==> config.mk <==
export PLATFORM = sky130hd
export DESIGN_NAME = axi_rd_arbiter
export DESIGN_NICKNAME = d
export VERILOG_FILES = /design/src/rtl/axi_pkg.sv /design/src/rtl/axi_rd_arbiter_rr_arb2.sv /design/src/rtl/axi_rd_arbiter.sv
export SDC_FILE = /design/constraint.sdc
export NUM_CORES = 1
export LEC_CHECK = 0
export CAP_MARGIN = 5
export CORE_ASPECT_RATIO = 0.8
export CORE_MARGIN = 2
export CORE_UTILIZATION = 30
export DETAILED_ROUTE_END_ITERATION = 7
export GPL_ROUTABILITY_DRIVEN = 1
export PLACE_DENSITY = 0.65
export SYNTH_ARGS = -nofsm -noshare
export SYNTH_HDL_FRONTEND = slang
export SYNTH_SLANG_ARGS = --single-unit
==> constraint.sdc <==
create_clock -name ACLK -period 1.8 [get_ports ACLK]
set_clock_uncertainty 0.2 [all_clocks]
set_input_delay 0.27 -clock ACLK [delete_from_list [all_inputs] [get_ports ACLK]]
set_output_delay 0.27 -clock ACLK [all_outputs]
set_load 0.1 [all_outputs]
==> src/rtl/axi_pkg.sv <==
// Shared definitions for the AXI read-path arbiter: FSM states, target
// select encodings, the decode-error response code and the region decoder.
package axi_pkg;

  typedef enum logic [1:0] {
    IDLE = 2'd0,
    ADDR = 2'd1,
    DATA = 2'd2,
    DFLT = 2'd3
  } rd_state_e;

  localparam logic [1:0]  SSEL_S0     = 2'd0;
  localparam logic [1:0]  SSEL_S1     = 2'd1;
  localparam logic [1:0]  SSEL_DFLT   = 2'd2;
  localparam logic [1:0]  RESP_DECERR = 2'b11;
  localparam logic [31:0] REGION_MASK = 32'hFFFF_0000;

  // Map an address onto IM, DM or the default slave using the upper 16 bits.
  function automatic logic [1:0] decode_region(input logic [31:0] addr,
                                               input logic [31:0] s0_base,
                                               input logic [31:0] s1_base);
    logic [1:0] sel;
    if ((addr & REGION_MASK) == (s0_base & REGION_MASK)) begin
      sel = SSEL_S0;
    end else if ((addr & REGION_MASK) == (s1_base & REGION_MASK)) begin
      sel = SSEL_S1;
    end else begin
      sel = SSEL_DFLT;
    end
    return sel;
  endfunction

endpackage

==> src/rtl/axi_rd_arbiter_rr_arb2.sv <==
// Two-requester round-robin arbiter. The grant is combinational from the
// request vector and a one-bit priority pointer; the pointer only moves when
// the owner enables a grant, and then points at the loser.
module rr_arb2 (
  input  logic       clk,
  input  logic       rst_n,
  input  logic [1:0] req,
  input  logic       en,
  output logic       gnt_any,
  output logic       gnt_idx
);

  logic ptr_r;

  // Pick the winner: pointer master on contention, else the lone requester.
  always_comb begin
    gnt_any = |req;
    if (req == 2'b11) begin
      gnt_idx = ptr_r;
    end else begin
      gnt_idx = req[1];
    end
  end

  // Hand priority to the non-granted master whenever a grant is taken.
  always_ff @(posedge clk or negedge rst_n) begin
    if (!rst_n) begin
      ptr_r <= 1'b0;
    end else if (en && gnt_any) begin
      ptr_r <= ~gnt_idx;
    end else begin
      ptr_r <= ptr_r;
    end
  end

endmodule

==> src/rtl/axi_rd_arbiter.sv <==
// Read-path controller: arbitrates AR between the fetch (M0) and data (M1)
// masters, decodes the target region and steers R back to the owner until
// the last beat. One read is outstanding at a time; unmapped addresses are
// answered locally with a decode-error burst of ARLEN+1 beats.
module axi_rd_arbiter
  import axi_pkg::*;
#(
  parameter int          IDW     = 4,
  parameter logic [31:0] S0_BASE = 32'h0000_0000,
  parameter logic [31:0] S1_BASE = 32'h0001_0000
) (
  input  logic                ACLK,
  input  logic                ARESETn,
  input  logic [1:0][IDW-1:0] ARID_M,
  input  logic [1:0][31:0]    ARADDR_M,
  input  logic [1:0][3:0]     ARLEN_M,
  input  logic [1:0]          ARVALID_M,
  output logic [1:0]          ARREADY_M,
  output logic [IDW+3:0]      ARID_S,
  output logic [31:0]         ARADDR_S,
  output logic [3:0]          ARLEN_S,
  output logic [1:0]          ARVALID_S,
  input  logic [1:0]          ARREADY_S,
  input  logic [1:0]          RVALID_S,
  input  logic [1:0]          RLAST_S,
  output logic [1:0]          RREADY_S,
  output logic [1:0]          RVALID_M,
  output logic [1:0]          RLAST_M,
  input  logic [1:0]          RREADY_M,
  output logic                msel,
  output logic [1:0]          ssel,
  output logic                decerr
);

  rd_state_e      state_r;
  logic           msel_r;
  logic [1:0]     ssel_r;
  logic [IDW-1:0] arid_r;
  logic [31:0]    araddr_r;
  logic [3:0]     arlen_r;
  logic [3:0]     beat_cnt_r;
  logic           dflt_addr_r;

  logic           gnt_any_s;
  logic           gnt_idx_s;
  logic [1:0]     dec_s;
  logic           slv_s;

  rr_arb2 u_arb (
    .clk     (ACLK),
    .rst_n   (ARESETn),
    .req     (ARVALID_M),
    .en      (state_r == IDLE),
    .gnt_any (gnt_any_s),
    .gnt_idx (gnt_idx_s)
  );

  assign dec_s    = decode_region(ARADDR_M[gnt_idx_s], S0_BASE, S1_BASE);
  assign slv_s    = ssel_r[0];
  assign msel     = msel_r;
  assign ssel     = ssel_r;
  assign ARID_S   = {3'b000, msel_r, arid_r};
  assign ARADDR_S = araddr_r;
  assign ARLEN_S  = arlen_r;

  // Sequence grant, address, data and default-slave phases of one read.
  always_ff @(posedge ACLK or negedge ARESETn) begin
    if (!ARESETn) begin
      state_r     <= IDLE;
      msel_r      <= 1'b0;
      ssel_r      <= SSEL_S0;
      arid_r      <= '0;
      araddr_r    <= 32'h0000_0000;
      arlen_r     <= 4'd0;
      beat_cnt_r  <= 4'd0;
      dflt_addr_r <= 1'b0;
    end else begin
      case (state_r)
        IDLE: begin
          if (gnt_any_s) begin
            msel_r      <= gnt_idx_s;
            arid_r      <= ARID_M[gnt_idx_s];
            araddr_r    <= ARADDR_M[gnt_idx_s];
            arlen_r     <= ARLEN_M[gnt_idx_s];
            ssel_r      <= dec_s;
            beat_cnt_r  <= 4'd0;
            dflt_addr_r <= (dec_s == SSEL_DFLT);
            state_r     <= (dec_s == SSEL_DFLT) ? DFLT : ADDR;
          end
        end
        ADDR: begin
          if (ARREADY_S[slv_s]) begin
            state_r <= DATA;
          end
        end
        DATA: begin
          if (RVALID_S[slv_s] && RREADY_M[msel_r] && RLAST_S[slv_s]) begin
            state_r <= IDLE;
          end
        end
        DFLT: begin
          if (dflt_addr_r) begin
            dflt_addr_r <= 1'b0;
          end else if (RREADY_M[msel_r]) begin
            if (beat_cnt_r == arlen_r) begin
              beat_cnt_r <= 4'd0;
              state_r    <= IDLE;
            end else begin
              beat_cnt_r <= beat_cnt_r + 4'd1;
            end
          end
        end
        default: state_r <= IDLE;
      endcase
    end
  end

  // Drive handshake lanes for the owning master/slave pair; others stay 0.
  always_comb begin
    ARVALID_S = 2'b00;
    ARREADY_M = 2'b00;
    RREADY_S  = 2'b00;
    RVALID_M  = 2'b00;
    RLAST_M   = 2'b00;
    decerr    = 1'b0;
    case (state_r)
      ADDR: begin
        ARVALID_S[slv_s]  = 1'b1;
        ARREADY_M[msel_r] = ARREADY_S[slv_s];
      end
      DATA: begin
        RVALID_M[msel_r] = RVALID_S[slv_s];
        RLAST_M[msel_r]  = RLAST_S[slv_s];
        RREADY_S[slv_s]  = RREADY_M[msel_r];
      end
      DFLT: begin
        decerr = 1'b1;
        if (dflt_addr_r) begin
          ARREADY_M[msel_r] = 1'b1;
        end else begin
          RVALID_M[msel_r] = 1'b1;
          RLAST_M[msel_r]  = (beat_cnt_r == arlen_r);
        end
      end
      default: decerr = 1'b0;
    endcase
  end

endmodule

* Word-level counts from Yosys, hierarchy flattened
Index checks and enable logic that the tools add are counted.
** Storage, ports and cells
- Flip-flop bits (word level) :: 51
- Bits of input ports :: 92
- Output and inout bits :: 58
- Logic and storage cells :: 92
** Operators by class
- $add $sub $neg :: 1
- Magnitude comparators :: 5
- Equal/unequal tests :: 13
- Muxes and demuxes :: 45
- Bitwise gates (word level) :: 6
- Reduce and logical (&&, ||, !) cells :: 13
** Operator list (count)
- 2-to-1 mux 32 bit :: 2
- zero test 32 bit :: 1
- 2-to-1 mux 4 bit :: 8
- 2-to-1 mux 2 bit :: 14
- equality test 16 x 1 -> 1 bit, second input constant :: 1
- 2-to-1 mux 1 bit :: 13
- != test 2 bit, second input constant :: 6
- one-hot mux 2 bit (2 select lines) :: 3
- AND 2 bit :: 5
- equality test 2 bit, second input constant :: 4
- one-hot mux 2 bit (4 select lines) :: 1
- one-hot mux 4 bit (2 select lines) :: 1
- < comparator 1 x 2 -> 1 bit, second input constant :: 3
- AND reduction 6 bit :: 1
- logical AND 1 bit :: 5
- adder 4 x 1 -> 4 bit, second input constant :: 1
- equality test 4 bit :: 1
- AND reduction 2 bit :: 2
- AND reduction 4 bit :: 1
- demux 1 bit (select 1 bit) :: 2
- equality test 2 x 1 -> 1 bit, second input constant :: 1
- >= comparator 1 bit, second input constant :: 2
- zero test 2 bit :: 1
- one-hot mux 1 bit (2 select lines) :: 1
- 3 further kinds :: 3

* Logic depth before layout (Yosys ltp)
- Depth after elaboration :: 11
- Gate-level depth with buffers :: 6
- Depth with buffers taken out :: 5

* Modules after synthesis
From an unflattened synthesis, not the netlist that was laid out.
** Unflattened totals
- Cells, all modules :: 276
- Area, all modules :: 2680.1 um2
** By module, submodules not included
- axi_rd_arbiter :: instances 1, cells each 270, area an instance 2626.3 um2, seq. area each 1251.2 um2
- rr_arb2 :: instances 1, cells each 6, area an instance 53.8 um2, seq. area each 25.0 um2

* Least setup slack after synthesis
Ideal clock, no wire load.
- Path type :: reg-to-output
- Start point :: reg arlen_r[1], in the netlist ARLEN_S[1]
- End point :: out RLAST_M[0]
- Arrival time :: 3.822 ns
- Required time :: 1.330 ns
- Setup slack :: -2.492 ns
- Stages on the path, launching flop included :: 5
- Buffers on the path :: 0
- Cell sequence :: dfrtp_1 -> xor2_1 -> nor4_1 -> a31oi_1 -> nor3b_1
** Between the ends
- Cells in the longest elaborated chain, start to end :: 4
** Ends and longest elaborated chain
- from (decl) :: RTL line axi_rd_arbiter.sv:40 : logic [3:0] arlen_r;
- from (signal assigned) :: RTL line axi_rd_arbiter.sv:84 : arlen_r <= ARLEN_M[gnt_idx_s];
- equality test 4 bit :: RTL line axi_rd_arbiter.sv:142 : RLAST_M[msel_r] = (beat_cnt_r == arlen_r);
- AND 2 bit (no source line)
- 2-to-1 mux 2 bit :: RTL line axi_rd_arbiter.sv:138 : if (dflt_addr_r) begin
- one-hot mux 2 bit (2 select lines) :: RTL line axi_rd_arbiter.sv:126 : case (state_r)
- to (decl) :: RTL line axi_rd_arbiter.sv:28 : output logic [1:0] RLAST_M,
No other way between the ends.

* Worst setup path in the final report
- Start point :: reg arlen_r[0], in the netlist ARLEN_S[0]
- End point :: out RLAST_M[0]
Same word-level chain as after synthesis.

==> flow_summary.yaml <==
outcome:
  status: "complete, but fails checks"
  violations: "setup timing"
clock_network:
  cts_tree: "built"
  cts.sinks: 51
  clkTransAtPathRegs_ns: 0.07
  insertion_delay_ns: 0.29
  clockBufferDepth: 2
  root_buffer: "clkbuf_16"
  cts.htree.levels: 2
  numCtsBuffers: 5
worst_setup_path:
  max_stage_delay_ns: 0.48
  reg2reg_from: "ARLEN_S[1]"
  worstSetupStartpointType: "register"
  reg2reg_setup_slack_ns: -0.18
  r2r_end: "beat_cnt_r[2]"
  cp_data_required_time_ns: 1.33
  critPathSlowestCell: "dfrtp_4"
  worst-setup-path-type: "reg2out"
  setup.worst_path.start: "ARLEN_S[0]"
  worstSetupEndpointType: "output port"
  crit_path_cell_trace: "xor2_1 > nor4_4 > a31oi_2 > nor3b_4 > buf_12"
  rr_worst_depth: 4
  cp.arrival_ns: 1.94
  critPathMaxFanout: 2
synthesis:
  synth_cells: 278
  synth.area.top_cells: "dfrtp_1 47%, mux2i_1 15%, nand2_1 6.6%"
  netlist.area_leader.share: 0.466
  synth-seq-cells: 51
  syn_area_um2: 2740
  synth_edf_count: 0
  synthFlopType: "dfrtp_1"
  yosysSeqAreaShare: 0.466
  yosysTopAreaCell: "dfrtp_1"
  synth_warnings: 0
  synth_cell_types: 41
  synth_most_common_cell: "dfrtp_1"
  async_flop_share: 1.00
  ys_top_cells_by_count: "51 x dfrtp_1, 48 x nand2_1, 42 x mux2i_1"
  syn_avg_cell_area_um2: 9.86
route:
  routedWlPerCell_um: 14.2
  viasPerCell: 4.67
  drc_errors: 0
  wirelength_mm: 8.33
  num_vias: 2731
  drt_pre_antenna_iters: 4
  antenna_left: 0
  initialDrtViolationCount: 77
placed_design:
  numPortBuffers: 146
  post-place-cells: 569
  pre_cts_ws_ns: -0.374
  routabilityCongestion: 0.814
  placed_area_um2: 5360
  post-dp-hpwl_mm: 6.55
global_route:
  track_usage: 0.168
  grt_pass1_wl_mm: 13.3
  grt_max_degree: 52
  overflow: 0
  antenna_found_initial: 0
  grt_pass1_vias: 2775
timing:
  layout_setup_ws_ns: -0.608
  min_period_ns: 2.41
  post-route-period-util: 1.34
  hold_viol_final: 0
  max_freq_mhz: 415
  rsz0062_at_grt: "true"
  drv_slew: 0
  finalSetupViolCount: 15
  timing.hold.ws_ns: 0.296
floorplan:
  num_rows: 31
  coreArea_um2: 8960
  ios: 150
  start_util: 0.306
  die_w_um: 111
  dieArea_um2: 9920
  dieHeight_um: 89.5
finish:
  fin_nets: 562
  fill_cells: 725
  area_delta_synth_final_pct: 108
  design_area_um2: 5710
  diodes: 0
  drive_above_1_share: 0.345
  final_cells: 585
  fin_util: 0.637
hold_path:
  min_path_type: "in2async"
power_and_ir_drop:
  power_frac_seq: 0.185
  switchingPower_w: 0.00642
  pwr-share-comb: 0.716
  vdd_drop_max_mv: 1.40
  p_sw_frac: 0.529
  p_leak_nw: 2.60
  clock_power_share: 0.099
  p_int_w: 0.00572
  p_per_area_nw_per_um2: 2130
flow_run:
  cap_violations: 0
## area by class of cell
cell class	count	area, µm²	area share
timing repair buffer	202	2500	0.438
multi-input combinational	205	1560	0.273
sequential	51	1300	0.227
tap	115	144	0.0252
clock buffer	6	129	0.0226
clock inverter	2	60.1	0.0105
inverter	4	20.0	0.00350
## critical path: cells and delay by family (launching register included)
family	cells	cell delay, ns
compound gates	1	0.18
xor+xnor	1	0.19
buf+inv	1	0.20
flops	1	0.48
simple gates	2	0.60
## kinds of logic after synthesis
| kind of cell | count (synthesis) | share of synthesized area |
|---|---|---|
| adder cells (fa/ha/maj) | 1 | 0.00457 |
| multiplexers | 47 | 0.174 |
| AND/OR/NAND/NOR | 87 | 0.156 |
| buffers and inverters | 24 | 0.0457 |
| AO/OA/AOI/OAI | 63 | 0.140 |
| XOR/XNOR | 4 | 0.0128 |
| flip-flops | 51 | 0.466 |
| other | 1 | 0.00137 |
## per-layer routing
metal	global-route usage	wire length (µm)	part of all wire	vias up
met2	0.306	4130	0.50	88
li1	-	-	-	1361
met4	0.0375	68	0.0082	0
met3	0.0563	636	0.076	7
met1	0.196	3500	0.42	1275
met5	0	0	0	-
## power by group through the flow
| stage | Sequential, W | Clock [W] | Combinational (W) |
|---|---|---|---|
| finish | 0.00224 | 0.00120 | 0.00870 |
| global route | 0.00231 | 0.00128 | 0.00900 |
| CTS | 0.00226 | 0.00125 | 0.00866 |
| detailed placement | 0.00225 | 0 | 0.00853 |
| global placement | 0.00222 | 0 | 0.00845 |
| floorplan | 0.00514 | 0 | 0.00215 |
## repair_timing
item                                   CTS  global route
endpoints found under the hold margin   51             0
setup endpoints to repair               14            22
cloned                                   0             0
resized for setup                       12             9
hold buffers                             1             0
buffers inserted                         5             4
pin swaps                                9             5
## registers in the layout (all words and copies together), names as in the netlist, 2 cells and up
register / flops
ARADDR_S: 32
ARLEN_S: 4
arid_r: 4
beat_cnt_r: 4
ssel: 2
state_r: 2
## through the flow
step / TNS (ns) / power, W
2_1_floorplan: -4.76 / 0.00729
3_3_place_gp: -8.25 / 0.0107
3_5_place_dp: -11.02 / 0.0108
4_1_cts: -3.58 / 0.0122
5_1_grt: -4.21 / 0.0126
6_report: -3.49 / 0.0121
## layout by cell type (no fill, tap or decap), types with 2 or more instances in the layout
cell	instances
xor2_1	2
a21oi_1	3
clkbuf_16	5
or2_1	2
mux2_2	2
buf_4	45
dfrtp_4	5
and3b_1	2
nand4_1	2
conb_1	3
buf_6	6
o21ai_1	18
nor4b_4	2
inv_1	3
dfrtp_2	3
nor2_4	7
nor3_1	3
nand3_1	2
nor3b_4	3
nand2_1	45
mux2i_1	42
nor4_1	4
nand2_2	3
a31o_2	2
nor4_2	2
o21ai_0	24
bufinv_16	2
clkdlybuf4s50_1	90
o211ai_1	2
nor2_1	4
buf_12	59
mux2_4	3
dfrtp_1	43
a21o_1	2
## worst max path at each step
stage | end | slack [ns] | cells past startpoint
final | RLAST_M[0] | -0.61 | 5
after global routing | RLAST_M[0] | -0.66 | 5
after CTS | RLAST_M[0] | -0.62 | 5
after detailed placement | RLAST_M[0] | -0.37 | 5
after global placement | RLAST_M[0] | -0.36 | 5
after floorplan | RLAST_M[0] | -0.90 | 4
Note: power is estimated with default switching activity, not from simulation.
